<file path="config.mk">
export PLATFORM = sky130hd
export DESIGN_NAME = unidad_multdiv
export DESIGN_NICKNAME = d
export VERILOG_FILES = /design/src/rtl/unidad_multdiv.sv
export SDC_FILE = /design/constraint.sdc
export NUM_CORES = 1
export LEC_CHECK = 0
export CORE_MARGIN = 5
export CORE_UTILIZATION = 30
export CTS_BUF_LIST = sky130_fd_sc_hd__clkbuf_8 sky130_fd_sc_hd__clkbuf_16
export DETAILED_ROUTE_END_ITERATION = 8
export MAX_ROUTING_LAYER = met4
export SYNTH_ARGS = -nofsm -noshare
export SYNTH_HDL_FRONTEND = slang
export SYNTH_SLANG_ARGS = --single-unit
export TNS_END_PERCENT = 5
</file>
<file path="constraint.sdc">
create_clock -name clk_i -period 3.4 [get_ports clk_i]
set_clock_uncertainty 0.2 [all_clocks]
set_input_delay 0.68 -clock clk_i [delete_from_list [all_inputs] [get_ports clk_i]]
set_output_delay 0.68 -clock clk_i [all_outputs]
set_load 0.01 [all_outputs]
</file>
<file path="src/rtl/unidad_multdiv.sv">
// unidad_multdiv: iterative MULT/MULTU/DIV/DIVU unit writing the HI/LO pair.
// Latency: N+1 cycles from the accepting edge to done_o (1 cycle for divide by zero).
// Backpressure: start_i is only sampled in IDLE; requests while busy are dropped.
//
// Ports:
//   clk_i, rst_i          clock, synchronous active-high reset
//   a_i, b_i              operands (multiplicand/dividend, multiplier/divisor)
//   operacion_i           00 MULT, 01 MULTU, 10 DIV, 11 DIVU
//   start_i               request, one pulse
//   busy_o, done_o        busy window / one-cycle completion pulse
//   hi_o, lo_o            product high/low, or remainder/quotient
//   divzero_o, zeroflag_o last division had divisor 0 / LO is zero
//
// Build option: define MULTDIV_DIV_EN to include the divider. Without it,
// division codes complete immediately with HI = LO = 0 and divzero_o = 0.
module unidad_multdiv #(
   parameter int N = 32
) (
   input  logic         clk_i,
   input  logic         rst_i,
   input  logic [N-1:0] a_i,
   input  logic [N-1:0] b_i,
   input  logic [1:0]   operacion_i,
   input  logic         start_i,
   output logic         busy_o,
   output logic         done_o,
   output logic [N-1:0] hi_o,
   output logic [N-1:0] lo_o,
   output logic         divzero_o,
   output logic         zeroflag_o
);

   localparam int CW = $clog2(N) + 1;

   typedef enum logic [1:0] {IDLE, CALC, FIX} state_t;

   state_t         state, state_nxt;
   logic [CW-1:0]  cnt;
   logic [2*N-1:0] acc;       // {upper half, lower half} working register
   logic [N-1:0]   opb;       // |B|: multiplicand addend or divisor
   logic           is_div_q;
   logic           neg_q;     // negate product / quotient in FIX

   // Request decode
   logic           signed_op;
   logic           is_div;
   logic           skip_calc;
   logic [N-1:0]   a_mag;
   logic [N-1:0]   b_mag;

   assign signed_op = ~operacion_i[0];
   assign is_div    = operacion_i[1];
   assign a_mag     = (signed_op & a_i[N-1]) ? -a_i : a_i;
   assign b_mag     = (signed_op & b_i[N-1]) ? -b_i : b_i;

   // Shift-add multiply step: add |B| into the upper half when the current
   // multiplier bit is set, then shift the whole accumulator right (carry in).
   logic [N:0]     mul_sum;
   logic [2*N-1:0] mul_next;

   assign mul_sum  = {1'b0, acc[2*N-1:N]} + {1'b0, (acc[0] ? opb : {N{1'b0}})};
   assign mul_next = {mul_sum, acc[N-1:1]};

   logic [2*N-1:0] step_next;
   logic [2*N-1:0] fix_res;

`ifdef MULTDIV_DIV_EN
   logic           dz;        // divisor was zero: acc already holds the answer
   logic           neg_r;     // remainder takes the dividend's sign

   // Restoring divide step: bring the next dividend bit into the partial
   // remainder (N+1 bits wide so the trial compare cannot overflow).
   logic [N:0]     trial;
   logic [N-1:0]   rem_sub;
   logic           ge;
   logic [2*N-1:0] div_next;

   assign trial    = {acc[2*N-1:N], acc[N-1]};
   assign ge       = trial >= {1'b0, opb};
   // When ge, the true difference is below opb and fits in N bits.
   assign rem_sub  = trial[N-1:0] - opb;
   assign div_next = {(ge ? rem_sub : trial[N-1:0]), acc[N-2:0], ge};

   assign skip_calc = is_div & (b_i == {N{1'b0}});
   assign step_next = is_div_q ? div_next : mul_next;

   always_comb begin
      fix_res = neg_q ? -acc : acc;
      if (is_div_q) begin
         if (dz) begin
            fix_res = acc;
         end else begin
            fix_res = {(neg_r ? -acc[2*N-1:N] : acc[2*N-1:N]),
                       (neg_q ? -acc[N-1:0]   : acc[N-1:0])};
         end
      end
   end
`else
   assign skip_calc = is_div;
   assign step_next = mul_next;
   // Division requests leave acc cleared, so only the multiply fixup matters.
   assign fix_res   = (neg_q & ~is_div_q) ? -acc : acc;
   assign divzero_o = 1'b0;
`endif

   // Next-state logic
   always_comb begin
      state_nxt = state;
      case (state)
         IDLE:    if (start_i) state_nxt = skip_calc ? FIX : CALC;
         CALC:    if (cnt == CW'(N - 1)) state_nxt = FIX;
         FIX:     state_nxt = IDLE;
         default: state_nxt = IDLE;
      endcase
   end

   always_ff @(posedge clk_i) begin
      if (rst_i) begin
         state <= IDLE;
      end else begin
         state <= state_nxt;
      end
   end

   // Datapath and registered outputs
   always_ff @(posedge clk_i) begin
      if (rst_i) begin
         cnt       <= '0;
         acc       <= '0;
         opb       <= '0;
         is_div_q  <= 1'b0;
         neg_q     <= 1'b0;
         busy_o    <= 1'b0;
         done_o    <= 1'b0;
         hi_o      <= '0;
         lo_o      <= '0;
`ifdef MULTDIV_DIV_EN
         dz        <= 1'b0;
         neg_r     <= 1'b0;
         divzero_o <= 1'b0;
`endif
      end else begin
         done_o <= 1'b0;
         case (state)
            IDLE: begin
               // Also clears busy_o after the done_o cycle when nothing follows.
               busy_o <= start_i;
               if (start_i) begin
                  cnt      <= '0;
                  opb      <= b_mag;
                  is_div_q <= is_div;
                  neg_q    <= signed_op & (a_i[N-1] ^ b_i[N-1]);
                  acc      <= {{N{1'b0}}, a_mag};
`ifdef MULTDIV_DIV_EN
                  neg_r     <= signed_op & a_i[N-1];
                  dz        <= skip_calc;
                  divzero_o <= 1'b0;
                  // Divide by zero: HI = raw dividend, LO = all ones.
                  if (skip_calc) acc <= {a_i, {N{1'b1}}};
`else
                  if (is_div) acc <= '0;
`endif
               end
            end
            CALC: begin
               acc <= step_next;
               cnt <= cnt + 1'b1;
            end
            FIX: begin
               {hi_o, lo_o} <= fix_res;
               done_o       <= 1'b1;
`ifdef MULTDIV_DIV_EN
               divzero_o    <= dz;
`endif
            end
            default: ;
         endcase
      end
   end

   assign zeroflag_o = ~|lo_o;

endmodule

</file>
# Word level (Yosys, flattened, before mapping)
# Index checks and enable logic that the tools add are counted.
[classes]
order_cmp = 0
n_reduce_logical = 7
mux = 14
n_div = 0
shift = 0
n_mul = 0
bitwise_logic = 7
addsub = 5
n_eq_ne = 5
[op_table]
columns = ["op", "n"]
rows = [
  ["$mux 32", 4],
  ["$mux 64", 2],
  ["$pmux 64 s2", 1],
  ["$neg 32->32", 2],
  ["$neg 64->64", 1],
  ["$add 32x32->33", 1],
  ["$reduce_or 32->1", 1],
  ["$pmux 6 s2", 1],
  ["$add 6x1->6 const B", 1],
  ["$eq 6x5->1 const B", 1],
  ["$mux 2", 3],
  ["$mux 6", 1],
  ["$reduce_and 2->1", 3],
  ["$and 1x1->1", 4],
  ["$ne 2x2->1 const B", 2],
  ["$pmux 2 s2", 1],
  ["$eq 2x1->1 const B", 1],
  ["$eq 2x2->1 const B", 1],
  ["$logic_not 2->1", 1],
  ["$not 1->1", 2],
  ["$reduce_bool 2->1", 1],
  ["$logic_not 1->1", 1],
  ["$mux 1", 1],
  ["$xor 1x1->1", 1],
]
[word_totals]
latch_bits = 0
word_cells = 48
ram_bits = 0
inputBits = 69
out_inout_bits = 68
memories = 0
romBits = 0
reg_bits = 172

# Logic depth before layout (Yosys ltp)
# Gate-level depths: netlist of the first run.
[logic_depth]
ltp_word = 6
depth_mapped = 14
depth_no_buf = 12

# Worst setup path after synthesis of the first run
# No wires, ideal clock.
[synth_timing]
kind = "reg-to-reg"
from = "reg acc[0]"
to = "reg acc[61]"
arrival_time_ps = 2846
slack_ps = 236
setup_time_ps = 117
synth_period_minus_slack_ps = 3164
stages_incl_launch_ff = 13
path_cell_list = "dfxtp_1 -> clkbuf_1 -> clkbuf_1 -> and2_1 -> ha_1 -> a21o_1 -> a21oi_1 -> a21oi_1 -> o21a_1 -> o31ai_1 -> a21oi_1 -> or3_1 -> a32o_1"
[synth_via]
elab_chain_len = 3
[synth_lines]
columns = ["item", "line_no", "text"]
rows = [
  ["from (decl)", "39", "logic [2*N-1:0] acc;"],
  ["from (signal assigned)", "153", "acc <= {{N{1'b0}}, a_mag};"],
  ["from (signal assigned)", "166", "acc <= step_next;"],
  ["$mux 32", "61", "assign mul_sum = {1'b0, acc[2*N-1:N]} + {1'b0, (acc[0] ? opb : {N{1'b0}})};"],
  ["$add 32x32->33", "61", ""],
  ["$pmux 64 s2", "144", "case (state)"],
]
# No other way between the ends.
# A chain may end at the register's enable or synchronous reset.

# Worst setup path in the final report of the first run
[layout_timing]
from = "reg acc[0]"
to = "reg acc[59]"
# Same word-level chain as after synthesis.

==> flow_summary.rst, run 1 <==
.. list-table::
   :header-rows: 1

   * - Metric
     - Value
   * - Status
     - finished clean
   * - Layout filler cell count
     - 3,525
   * - Main flop type after synthesis
     - sky130_fd_sc_hd__dfxtp_1
   * - TritonCTS clock tree
     - yes
   * - Cell type with the highest aggregate area in the netlist
     - sky130_fd_sc_hd__dfxtp_1
   * - CP Launch Point
     - acc[0]
   * - DRC marker count from the first detailed-route iteration
     - about 730
   * - Root Driver
     - sky130_fd_sc_hd__clkbuf_16
   * - GR Layer Usage met3
     - between 2 and 2.5%
   * - Reg2reg setup slack
     - 240 ps
   * - Post-synthesis instance total
     - approximately 1,400
   * - Layout Cells excl Fill
     - 1,986
   * - DR vias/cell
     - between 5 and 6
   * - Source of the worst hold timing path
     - opb[29]
   * - Hold EP
     - opb[29]
   * - Depth of the CTS H-tree
     - 4
   * - Largest cells by area after synthesis
     - sky130_fd_sc_hd__dfxtp_1 (33%), sky130_fd_sc_hd__nor2_1 (6.7%), sky130_fd_sc_hd__xnor2_1 (5.9%)
   * - Switching share of power
     - between 20% and 30%
   * - I/O pin count
     - 137
   * - Placed Instances
     - approximately 2,000
   * - Total number of clock tree sinks
     - between 150 and 200
   * - Global Route met1 Usage
     - between 20% and 30%
   * - Combinational cell fraction of total power
     - around a fifth
   * - Final period utilization
     - between 90 and 100%
   * - Final worst setup slack
     - roughly 240 ps
   * - EDFF count, synth
     - 0
   * - Final-report setup violation count
     - 0
   * - Global route total overflow
     - 0
   * - Share of power burned in the clock network
     - around 39%
   * - Via count of the first global-routing pass
     - approximately 9,400
   * - Total of max-cap violations
     - 0
   * - Chip Width
     - between 150 and 200 um
   * - Data arrival time of the critical path
     - 3280 ps
   * - Total GRT Usage
     - 16.8%
   * - Initial antenna violation count
     - 0
   * - Hpwl dp
     - 25,700 um
   * - Count of buffers inserted at the top-level ports
     - between 100 and 150
   * - Share of layout cells above drive strength 1
     - 9.35%
   * - Worst hold path type
     - flip-flop to flip-flop
   * - Worst setup path class
     - flip-flop to flip-flop
   * - Count of distinct cell types in the synthesized netlist
     - 65
   * - Area share of xor/xnor cells in the synthesized design
     - approximately 12%
   * - Maximum achievable frequency
     - about 320 MHz
   * - Die boundary height
     - 197 um
   * - Post-placement worst setup slack
     - -72.0 ps
   * - Routability-driven placement congestion ratio
     - 0.890
   * - Clk Latency, worst-skew pair
     - 430 ps
   * - Core ar.
     - 34,600 um^2
   * - Synth Warn #
     - 0
   * - Actual transition at the worst max-transition pin
     - ~1200 ps
   * - Category of the worst setup path launch point
     - flip-flop
   * - Worst hold path stage count
     - 2
   * - FF-to-FF End
     - acc[59]
   * - WL/cell
     - 16.5 um
   * - Final Slew Violations
     - 0
   * - Finished layout cell area
     - ~13,000 um^2
   * - Multi-input logic area
     - 6710 um^2
   * - Worst Reg-to-Reg Cells
     - 12
   * - Main combinational cell family by area after synthesis
     - compound AO/OA/AOI/OAI gates
   * - Standard-cell rows
     - 68
   * - Internal portion of total power
     - roughly 3.9 mW
   * - Area taken by flip-flops and latches
     - 3440 um^2
   * - Maximum vdd drop
     - approximately 0.00035 V
   * - Placed Instance Area
     - 12,800 um^2
   * - Detail Route Antenna Nets
     - 0
   * - Proportion of synthesized chip area in sequential cells
     - around a third
   * - Worst hold slack
     - 254 ps
   * - Critical path fanouts, max
     - 22
   * - Effective utilization at floorplan
     - a little under a third
   * - Shortest period the worst path allows
     - between 3000 and 4000 ps
   * - Final net count
     - about 1,600
   * - DIE AREA
     - around 39,000 um^2
   * - First-pass GRT wire length
     - about 52,000 um
   * - Standby leakage power
     - ~5.2 nW
   * - Drt drc
     - 0
   * - Switching Power
     - 1.61 mW
   * - Normalized max-slew margin
     - between 20% and 30%
   * - Pin count of the biggest net entering global routing
     - 68
   * - Total Wirelength
     - roughly 33,000 um
   * - Maximum buffer depth of the clock tree
     - 2
   * - Adder and majority cell fraction of the synthesized area
     - 4.47%
   * - Aggregate negative setup slack
     - 0 ps
   * - Simple-gate share of the synthesized area
     - between 20% and 30%
   * - Post-CTS setup repair buffer count
     - 0
   * - Initial DRT Pass Iterations
     - 6
   * - GRT Max-Usage Layer
     - met1
   * - Syn Std Cell Area
     - between 10,000 and 15,000 um^2
   * - Syn_nets
     - roughly 1,500
   * - Worst EP required
     - 3520 ps
   * - CTS clock-pin slew for the worst setup and hold paths
     - about 70 ps
   * - Growth of design area from synthesis to finish
     - 27.9%
   * - CP Capture Type
     - flip-flop
   * - Synth top area share
     - between 30% and 40%
   * - Number of failing hold endpoints at the final stage
     - 0
   * - Setup repair after global routing missed its margin
     - false
   * - Cts bufs inserted
     - 17
   * - Via total after detailed routing
     - between 10,000 and 15,000
   * - Most common library cells after synthesis
     - sky130_fd_sc_hd__nor2_1 (189), sky130_fd_sc_hd__dfxtp_1 (172), sky130_fd_sc_hd__nand2_1 (130)
   * - Number of synthesized register bits
     - 172
   * - Worst reg2reg path startpoint
     - acc[0]
   * - Power density relative to cell area
     - 409 nW/um^2
   * - Share of flip-flops with an asynchronous set or reset after synthesis
     - 0%
   * - Most common cell in the synthesized netlist
     - sky130_fd_sc_hd__nor2_1
   * - Mux cell area share after synthesis
     - 0%
   * - Synthesized-area fraction occupied by ao, oa, aoi and oai cells
     - about a quarter
   * - Mean post-synth cell area
     - just under 8 um^2
   * - Met2 Track Usage GR
     - a little under a quarter
   * - Fraction of power consumed by sequential logic
     - a little over 40%
per-layer routing:
layer	vias up	routed length, um
li1	5216	-
met1	4670	17100
met2	262	13500
met3	28	1740
met4	0	499
met5	-	0
repair_timing:
item | in CTS | in global routing
resized for setup | 0 | 1
hold buffers | 0 | 0
setup endpoints to repair | 0 | 1
registers in the layout, indices dropped and copies added, names as in the netlist:
signal and count:
state 2, lo_o 32, neg_q 1, done_o 1, is_div_q 1, acc 64
cnt 6, opb 32, hi_o 32, busy_o 1
critical path: stages (launching register included):
cell and delay (ps):
sky130_fd_sc_hd__dfxtp_1 350, sky130_fd_sc_hd__buf_4 160, sky130_fd_sc_hd__buf_4 180, sky130_fd_sc_hd__and2_1 150, sky130_fd_sc_hd__ha_1 380, sky130_fd_sc_hd__nand2_1 90, sky130_fd_sc_hd__o21a_1 210, sky130_fd_sc_hd__a211o_1 280
sky130_fd_sc_hd__a211o_1 300, sky130_fd_sc_hd__nor2b_1 130, sky130_fd_sc_hd__a211oi_1 290, sky130_fd_sc_hd__xor2_1 120, sky130_fd_sc_hd__a22o_1 200
through the flow:
step / util [%] / power [mW]
after global placement: 37.1 / 3.40
final: 38.9 / 5.51
after global routing: 38.9 / 5.77
after CTS: 38.9 / 5.56
after floorplan: - / 2.96
after detailed placement: 37.1 / 3.42
area by class of cell:
class / count / share of cell area (%)
multi-input combinational: 1082 / 49.8
timing repair buffer: 225 / 15.1
clock buffer: 19 / 3.36
antenna: 1 / 0.0186
sequential: 172 / 25.6
tap: 455 / 4.22
inverter: 20 / 0.557
clock inverter: 12 / 1.38
worst max-delay path by stage:
stage | to | slack, ps | cells past startpoint
after floorplan | acc[61] | 240 | 12
after global placement | opb[30] | 5 | 11
after detailed placement | opb[30] | -70 | 11
after CTS | acc[59] | 220 | 12
after global routing | acc[60] | 6 | 12
final | acc[59] | 240 | 12
cell families (layout without fill, tap and decap cells):
| logic type | Yosys count | count (layout) |
|---|---|---|
| AO/OA/AOI/OAI | 389 | 389 |
| XOR/XNOR | 139 | 139 |
| adder cells (fa/ha/maj) | 37 | 37 |
| buffers and inverters | 105 | 276 |
| flip-flops | 172 | 172 |
| other | 1 | 2 |
| AND/OR/NAND/NOR | 516 | 516 |
cell usage in the layout, fill, tap and decap left out, types with 4 or more instances in the layout:
| master | synthesis | routed |
|---|---|---|
| sky130_fd_sc_hd__a2111oi_0 | 4 | 4 |
| sky130_fd_sc_hd__a211oi_1 | 56 | 56 |
| sky130_fd_sc_hd__a21o_1 | 18 | 18 |
| sky130_fd_sc_hd__a21oi_1 | 92 | 91 |
| sky130_fd_sc_hd__a222oi_1 | 7 | 7 |
| sky130_fd_sc_hd__a22oi_1 | 14 | 14 |
| sky130_fd_sc_hd__a311oi_1 | 14 | 14 |
| sky130_fd_sc_hd__a31oi_1 | 12 | 12 |
| sky130_fd_sc_hd__a41oi_1 | 4 | 4 |
| sky130_fd_sc_hd__and2_1 | 35 | 34 |
| sky130_fd_sc_hd__and3_1 | 5 | 5 |
| sky130_fd_sc_hd__buf_4 | 1 | 90 |
| sky130_fd_sc_hd__bufinv_16 | 0 | 4 |
| sky130_fd_sc_hd__clkbuf_16 | 0 | 17 |
| sky130_fd_sc_hd__clkdlybuf4s50_1 | 0 | 134 |
| sky130_fd_sc_hd__dfxtp_1 | 172 | 172 |
| sky130_fd_sc_hd__ha_1 | 36 | 36 |
| sky130_fd_sc_hd__inv_1 | 20 | 20 |
| sky130_fd_sc_hd__nand2_1 | 130 | 130 |
| sky130_fd_sc_hd__nand2b_1 | 9 | 9 |
| sky130_fd_sc_hd__nand3_1 | 14 | 14 |
| sky130_fd_sc_hd__nand4_1 | 12 | 12 |
| sky130_fd_sc_hd__nor2_1 | 189 | 188 |
| sky130_fd_sc_hd__nor2b_1 | 10 | 9 |
| sky130_fd_sc_hd__nor3_1 | 32 | 32 |
| sky130_fd_sc_hd__nor4_1 | 31 | 31 |
| sky130_fd_sc_hd__o21a_1 | 5 | 5 |
| sky130_fd_sc_hd__o21ai_0 | 109 | 109 |
| sky130_fd_sc_hd__o31ai_1 | 19 | 19 |
| sky130_fd_sc_hd__o41ai_1 | 7 | 7 |
| sky130_fd_sc_hd__or3_1 | 20 | 20 |
| sky130_fd_sc_hd__or4_1 | 4 | 4 |
| sky130_fd_sc_hd__xnor2_1 | 71 | 71 |
| sky130_fd_sc_hd__xor2_1 | 68 | 68 |
power by group through the flow:
stage / Combinational [mW] / Clock [mW] / Sequential [mW]
floorplan: 0.670 / 0 / 2.29
global placement: 1.09 / 0 / 2.32
detailed placement: 1.09 / 0 / 2.32
CTS: 1.10 / 2.19 / 2.27
global route: 1.21 / 2.27 / 2.30
finish: 1.09 / 2.14 / 2.28
Power figures use the tool's default switching activity.
==> run 2: changes to the inputs <==
--- a/config.mk
+++ b/config.mk
@@ -9,7 +9,6 @@
 export CORE_UTILIZATION = 30
 export CTS_BUF_LIST = sky130_fd_sc_hd__clkbuf_8 sky130_fd_sc_hd__clkbuf_16
 export DETAILED_ROUTE_END_ITERATION = 8
-export MAX_ROUTING_LAYER = met4
 export SYNTH_ARGS = -nofsm -noshare
 export SYNTH_HDL_FRONTEND = slang
 export SYNTH_SLANG_ARGS = --single-unit
==> run 2 against run 1 <==
Sequential power hardly changed. Fmax decreased by 0.15%. Utilization shrank 0.16 points. Sequential cell count unchanged. Routed wire length is 0.22% lower. Register-to-register slack about the same. Critical endpoint is now acc[60]. Largest power group unchanged.
==> flow_summary.rst, run 2 (synthesis gave the netlist of run 1 again) <==
.. list-table::
   :header-rows: 1

   * - Metric
     - Value
   * - DIE AREA
     - 39,000 um^2 (unchanged)
   * - Depth of the CTS H-tree
     - 4 (unchanged)
   * - Effective utilization at floorplan
     - 30.4% (unchanged)
   * - Global route total overflow
     - 0 (unchanged)
   * - DRC marker count from the first detailed-route iteration
     - 702 (was 729)
   * - CTS clock-pin slew for the worst setup and hold paths
     - 80 ps (was 70 ps)
   * - Via count of the first global-routing pass
     - 9,586 (was 9,404)
   * - Power density relative to cell area
     - 401 nW/um^2 (was 409 nW/um^2)
   * - Switching share of power
     - 31.6% (was 29.3%)
   * - Initial DRT Pass Iterations
     - 7 (was 6)
   * - Standby leakage power
     - 5.13 nW (was 5.16 nW)
   * - Placed Instances
     - 1,949 (was 1,954)
   * - Core ar.
     - 34,600 um^2 (unchanged)
   * - Final-report setup violation count
     - 0 (unchanged)
   * - Cell with the biggest individual delay on the critical path
     - sky130_fd_sc_hd__a311o_1 (was sky130_fd_sc_hd__ha_1)
   * - Final net count
     - 1,619 (was 1,624)
   * - Die boundary height
     - 197 um (unchanged)
   * - Top reg by flops
     - acc (unchanged)
   * - Worst setup path class
     - flip-flop to flip-flop (unchanged)
   * - Leading cell type in the layout, fill and taps excluded
     - sky130_fd_sc_hd__nor2_1 (unchanged)
   * - Most frequent cells in the layout
     - sky130_fd_sc_hd__nor2_1 (188), sky130_fd_sc_hd__dfxtp_1 (172), sky130_fd_sc_hd__clkdlybuf4s50_1 (134) (unchanged)
   * - Normalized max-slew margin
     - 19.5% (was 22.0%)
   * - Cts bufs inserted
     - 17 (unchanged)
   * - Area taken by flip-flops and latches
     - 3440 um^2 (unchanged)
   * - Worst EP required
     - 3540 ps (was 3520 ps)
   * - Critical path fanouts, max
     - 10 (was 22)
   * - Detail Route Antenna Nets
     - 0 (unchanged)
   * - Layout filler cell count
     - 3,566 (was 3,525)
   * - Pin count of the biggest net entering global routing
     - 67 (was 68)
   * - Standard-cell rows
     - 68 (unchanged)
   * - Drt drc
     - 0 (unchanged)
   * - Combinational cell fraction of total power
     - 20.4% (was 19.9%)
   * - List of cells traversed by the critical path
     - buf_12 > and2_1 > ha_1 > a21oi_1 > nor2_1 > o41a_1 > a311o_1 > a41oi_1 > o21ai_0 > xor2_1 > a22o_1 (was buf_4 > buf_4 > and2_1 > ha_1 > nand2_1 > o21a_1 > a211o_1 > a211o_1 > nor2b_1 > a211oi_1 > xor2_1 > a22o_1)
   * - Final Slew Violations
     - 0 (unchanged)
   * - Final period utilization
     - 93.1% (was 93.0%)
   * - TritonCTS clock tree
     - yes (unchanged)
   * - Total of max-cap violations
     - 0 (unchanged)
   * - CP Capture Type
     - flip-flop (unchanged)
   * - Total GRT Usage
     - 16.4% (was 16.8%)
   * - Flip-flop count of the largest register after layout
     - 64 (unchanged)
   * - Share of power burned in the clock network
     - 37.3% (was 38.8%)
   * - Worst hold path type
     - flip-flop to flip-flop (unchanged)
   * - Maximum buffer depth of the clock tree
     - 2 (unchanged)
   * - DR vias/cell
     - 5.11 (was 5.12)
   * - Status
     - finished clean (unchanged)
   * - Routed metal-1 wirelength
     - 16,900 um (was 17,100 um)
   * - Met3 wire length
     - 1670 um (was 1740 um)
   * - Final worst setup slack
     - 234 ps (was 238 ps)
   * - Via total after detailed routing
     - 10,100 (was 10,200)
   * - Clk Latency, worst-skew pair
     - 440 ps (was 430 ps)
   * - Number of failing hold endpoints at the final stage
     - 0 (unchanged)
   * - Shortest period the worst path allows
     - 3170 ps (was 3160 ps)
   * - Maximum achievable frequency
     - 316 MHz (about the same)
   * - Setup repair after global routing missed its margin
     - false (unchanged)
   * - Post-placement worst setup slack
     - -55.7 ps (was -72.0 ps)
   * - Hpwl dp
     - 25,700 um (about the same)
   * - Internal portion of total power
     - 3.68 mW (was 3.90 mW)
   * - Multi-input logic area
     - 6710 um^2 (about the same)
   * - Routability-driven placement congestion ratio
     - 0.927 (was 0.890)
   * - Total number of clock tree sinks
     - 172 (unchanged)
   * - Chip Width
     - 197 um (unchanged)
   * - Fraction of power consumed by sequential logic
     - 42.3% (was 41.3%)
   * - First-pass GRT wire length
     - 52,500 um (was 52,000 um)
   * - Maximum vdd drop
     - 0.000359 V (was 0.000348 V)
   * - Root Driver
     - sky130_fd_sc_hd__clkbuf_16 (unchanged)
   * - Initial antenna violation count
     - 0 (unchanged)
   * - Antenna Cells
     - 0 (was 1)
   * - I/O pin count
     - 137 (unchanged)
   * - Share of layout cells above drive strength 1
     - 9.04% (was 9.35%)
   * - Post-CTS setup repair buffer count
     - 0 (unchanged)
   * - Post-CTS resize count
     - 0 (unchanged)
   * - Total Wirelength
     - 32,700 um (was 32,800 um)
   * - Actual transition at the worst max-transition pin
     - 1210 ps (was 1170 ps)
   * - WL/cell
     - 16.5 um (about the same)
   * - Met2 Routed Length
     - 13,700 um (was 13,500 um)
   * - Growth of design area from synthesis to finish
     - 27.4% (was 27.9%)
   * - Layout Cells excl Fill
     - 1,981 (was 1,986)
   * - Category of the worst setup path launch point
     - flip-flop (unchanged)
   * - Data arrival time of the critical path
     - 3300 ps (was 3280 ps)
   * - Count of buffers inserted at the top-level ports
     - 135 (unchanged)
   * - Top routing layer in use
     - met4 (unchanged)
   * - Maximum cell stage delay along the critical path
     - 420 ps (was 380 ps)
   * - Switching Power
     - 1.70 mW (was 1.61 mW)
   * - Total of hold buffers inserted after clock tree synthesis
     - 0 (unchanged)
run 2: cell count changes in the layout (fill, tap and decap cells not counted), sizes merged:
cell    change
clkbuf      -2
bufinv      -3
diode       -1
inv         +5
buf         -5
clkinv      +1
run 2: cell type report:
type / instances / area share (%)
Clock buffer: 17 / 3.17
Clock inverter: 15 / 1.31
Inverter: 20 / 0.559
Multi-Input combinational cell: 1082 / 50.0
Sequential cell: 172 / 25.7
Tap cell: 455 / 4.24
Timing Repair Buffer: 220 / 15.1
run 2: critical path: cells and delay by family, from the launching register on:
kind | cells | cell delay, ps
fa+ha+maj | 1 | 300
flops | 1 | 360
buf+inv | 1 | 150
xor+xnor | 1 | 160
compound gates | 6 | 1700
simple gates | 2 | 190
run 2: final timing paths:
check	start	endpoint	slack (ps)	cells after the start
hold / removal	opb[29]	opb[29]	250	2
setup reg to reg	acc[0]	acc[60]	230	11
hold reg to reg	opb[29]	opb[29]	250	2
setup / recovery	acc[0]	acc[60]	230	11
run 2: power groups by stage:
stage                     clock network (mW)  logic [mW]  registers [mW]
after floorplan                            0       0.670            2.29
after global placement                     0        1.09            2.32
after detailed placement                   0        1.10            2.32
after CTS                               2.05        1.10            2.27
after global routing                    2.15        1.22            2.30
final                                   2.00        1.10            2.28
run 2: per-layer routing:
| metal | global-route usage (%) | up-vias |
|---|---|---|
| met1 | 25.2 | 4642 |
| met3 | 2.40 | 27 |
| li1 | - | 5213 |
| met4 | 3.88 | 0 |
| met5 | 0 | - |
| met2 | 24.0 | 236 |
run 2: metrics by stage:
stage / utilization (%) / TNS (ps) / hold WS (ps) / total power [mW] / cell area, um^2
2_1_floorplan: - / 0 / 227 / 2.96 / 10500
3_3_place_gp: 37.0 / -5.52 / 238 / 3.41 / 12800
3_5_place_dp: 37.0 / -55.7 / 243 / 3.42 / 12800
4_1_cts: 38.8 / 0 / 259 / 5.43 / 13400
5_1_grt: 38.8 / 0 / 284 / 5.66 / 13400
6_report: 38.8 / 0 / 254 / 5.38 / 13400
==> run 3: changes to the inputs <==
--- a/config.mk
+++ b/config.mk
@@ -5,6 +5,7 @@
 export SDC_FILE = /design/constraint.sdc
 export NUM_CORES = 1
 export LEC_CHECK = 0
+export CORE_ASPECT_RATIO = 1.1
 export CORE_MARGIN = 5
 export CORE_UTILIZATION = 30
 export CTS_BUF_LIST = sky130_fd_sc_hd__clkbuf_8 sky130_fd_sc_hd__clkbuf_16
==> run 3 against run 2 <==
Utilization is 0.60 points lower. Register-to-register slack improved by 80 ps. Die area barely moved. Critical path depth increased by 2. First-iteration DRC count fell by 6.8%. Sequential share of layout area rose by 0.17 points. Sequential power barely moved. Critical endpoint is now acc[61].
==> flow_summary.rst, run 3 (synthesis gave the netlist of run 1 again) <==
.. list-table::
   :header-rows: 1

   * - Metric
     - Value
   * - Status
     - finished clean (unchanged)
   * - Aggregate negative setup slack
     - 0 ps (unchanged)
   * - Worst setup path class
     - flip-flop to flip-flop (unchanged)
   * - Top reg by flops
     - acc (unchanged)
   * - Routability-driven placement congestion ratio
     - 0.882 (was 0.927)
   * - Standard-cell rows
     - 72 (was 68)
   * - Depth of the CTS H-tree
     - 4 (unchanged)
   * - DIE AREA
     - 39,000 um^2 (about the same)
   * - Most frequent cells in the layout
     - sky130_fd_sc_hd__nor2_1 (188), sky130_fd_sc_hd__dfxtp_1 (171), sky130_fd_sc_hd__clkdlybuf4s50_1 (134) (was sky130_fd_sc_hd__nor2_1 (188), sky130_fd_sc_hd__dfxtp_1 (172), sky130_fd_sc_hd__clkdlybuf4s50_1 (134))
   * - Drt drc
     - 0 (unchanged)
   * - Global route total overflow
     - 0 (unchanged)
   * - CP Launch Point
     - acc[0] (unchanged)
   * - Top cell family by delay on the critical path
     - compound AO/OA/AOI/OAI gates (unchanged)
   * - Normalized max-slew margin
     - 55.4% (was 19.5%)
   * - Area taken by flip-flops and latches
     - 3440 um^2 (about the same)
   * - Core ar.
     - 35,000 um^2 (was 34,600 um^2)
   * - Maximum vdd drop
     - 0.000402 V (was 0.000359 V)
   * - Final-report setup violation count
     - 0 (unchanged)
   * - Total GRT Usage
     - 16.2% (was 16.4%)
   * - Chip Width
     - 189 um (was 197 um)
   * - Shortest period the worst path allows
     - 3080 ps (was 3170 ps)
   * - Cell with the biggest individual delay on the critical path
     - sky130_fd_sc_hd__dfxtp_2 (was sky130_fd_sc_hd__a311o_1)
   * - Number of failing hold endpoints at the final stage
     - 0 (unchanged)
   * - Maximum buffer depth of the clock tree
     - 2 (unchanged)
   * - DR vias/cell
     - 5.31 (was 5.11)
   * - List of cells traversed by the critical path
     - and2_1 > ha_1 > inv_1 > fa_1 > nor2b_1 > o2111ai_1 > a21oi_1 > o21a_1 > o31ai_1 > buf_4 > a21oi_1 > o21ai_0 > a32o_1 (was buf_12 > and2_1 > ha_1 > a21oi_1 > nor2_1 > o41a_1 > a311o_1 > a41oi_1 > o21ai_0 > xor2_1 > a22o_1)
   * - Worst EP required
     - 3530 ps (was 3540 ps)
   * - Total of max-cap violations
     - 0 (unchanged)
   * - WL/cell
     - 16.5 um (about the same)
   * - DRC marker count from the first detailed-route iteration
     - 654 (was 702)
   * - Maximum achievable frequency
     - 324 MHz (was 316 MHz)
   * - Cts bufs inserted
     - 17 (unchanged)
   * - Layout Cells excl Fill
     - 1,966 (was 1,981)
   * - Die boundary height
     - 207 um (was 197 um)
   * - Placed Instances
     - 1,934 (was 1,949)
   * - Antenna Cells
     - 0 (unchanged)
   * - Count of buffers inserted at the top-level ports
     - 135 (unchanged)
   * - Via count of the first global-routing pass
     - 9,898 (was 9,586)
   * - Power density relative to cell area
     - 397 nW/um^2 (was 401 nW/um^2)
   * - Initial DRT Pass Iterations
     - 8 (was 7)
   * - Standby leakage power
     - 5.09 nW (was 5.13 nW)
   * - Worst hold slack
     - 255 ps (was 254 ps)
   * - Multi-input logic area
     - 6710 um^2 (about the same)
   * - Growth of design area from synthesis to finish
     - 26.6% (was 27.4%)
   * - Detail Route Antenna Nets
     - 0 (unchanged)
   * - Post-CTS resize count
     - 0 (unchanged)
   * - Clk Latency, worst-skew pair
     - 430 ps (was 440 ps)
   * - Root Driver
     - sky130_fd_sc_hd__clkbuf_16 (unchanged)
   * - Share of layout cells above drive strength 1
     - 8.94% (was 9.04%)
   * - CTS clock-pin slew for the worst setup and hold paths
     - 70 ps (was 80 ps)
   * - Via total after detailed routing
     - 10,400 (was 10,100)
   * - Source of the worst hold timing path
     - opb[0] (was opb[29])
   * - Final Slew Violations
     - 0 (unchanged)
   * - Flip-flop count of the largest register after layout
     - 64 (unchanged)
   * - Total of hold buffers inserted after clock tree synthesis
     - 0 (unchanged)
   * - Final net count
     - 1,615 (was 1,619)
   * - Crit path buf inv count
     - 2 (was 1)
   * - Worst reg2reg path startpoint
     - acc[0] (unchanged)
   * - I/O pin count
     - 137 (unchanged)
   * - Pin count of the biggest net entering global routing
     - 68 (was 67)
   * - CP Capture Type
     - flip-flop (unchanged)
   * - Final period utilization
     - 90.6% (was 93.1%)
   * - Setup repair after global routing missed its margin
     - false (unchanged)
   * - Total Wirelength
     - 32,500 um (was 32,700 um)
   * - Most common cell on crit path
     - sky130_fd_sc_hd__a21oi_1
   * - Leading cell type in the layout, fill and taps excluded
     - sky130_fd_sc_hd__nor2_1 (unchanged)
   * - Initial antenna violation count
     - 0 (unchanged)
   * - TritonCTS clock tree
     - yes (unchanged)
   * - Final worst setup slack
     - 318 ps (was 234 ps)
   * - Maximum cell stage delay along the critical path
     - 410 ps (was 420 ps)
   * - Actual transition at the worst max-transition pin
     - 669 ps (was 1210 ps)
   * - Post-CTS setup repair buffer count
     - 0 (unchanged)
   * - Post-placement worst setup slack
     - -64.5 ps (was -55.7 ps)
   * - Hpwl dp
     - 25,000 um (was 25,700 um)
   * - Category of the worst setup path launch point
     - flip-flop (unchanged)
   * - Data arrival time of the critical path
     - 3210 ps (was 3300 ps)
   * - Worst hold path type
     - flip-flop to flip-flop (unchanged)
   * - First-pass GRT wire length
     - 51,600 um (was 52,500 um)
   * - Effective utilization at floorplan
     - 30.1% (was 30.4%)
   * - Total number of clock tree sinks
     - 172 (unchanged)
   * - Layout filler cell count
     - 3,649 (was 3,566)
   * - Critical path fanouts, max
     - 13 (was 10)
[run 3: cell count changes in the layout (fill, tap and decap cells not counted), sizes merged]
cell	delta
inv	-4
clkbuf	+3
clkinv	+1
buf	-5
clkdlybuf4s18	+1
[run 3: final cells by class]
type / instances / area share (%)
Clock buffer: 20 / 3.50
Clock inverter: 12 / 0.835
Inverter: 20 / 0.563
Multi-Input combinational cell: 1082 / 50.3
Sequential cell: 172 / 25.8
Tap cell: 444 / 4.17
Timing Repair Buffer: 216 / 14.8
[run 3: final timing paths]
kind	endpoint	slack, ps	cells past startpoint
setup / recovery	acc[61]	320	13
hold / removal	opb[0]	260	2
setup reg to reg	acc[61]	320	13
hold reg to reg	opb[0]	260	2
[run 3: through the flow]
step | util, % | area (um^2) | power (mW)
after floorplan | - | 10500 | 2.96
after CTS | 38.1 | 13300 | 5.34
after global placement | 36.5 | 12700 | 3.40
final | 38.1 | 13300 | 5.30
after detailed placement | 36.5 | 12800 | 3.42
after global routing | 38.1 | 13300 | 5.55
[run 3: where the power goes]
part,total (mW),internal [mW],switching [mW]
Combinational,1.11,0.489,0.617
Clock,1.92,1.07,0.847
Sequential,2.27,2.14,0.130
[run 3: per-layer routing]
layer	up-vias	track usage [%]	wire, um
met5	-	0	0
met4	0	5.18	717
met3	50	2.64	1910
met2	351	27.4	15200
met1	4828	21.2	14600
li1	5204	-	-
[run 3: worst min-delay path: cells and delay by family, from the launching register on]
family	cells	cell delay, ps
DFF	1	310
and+or+nand+nor	1	50
AOI/OAI and AO/OA	1	50
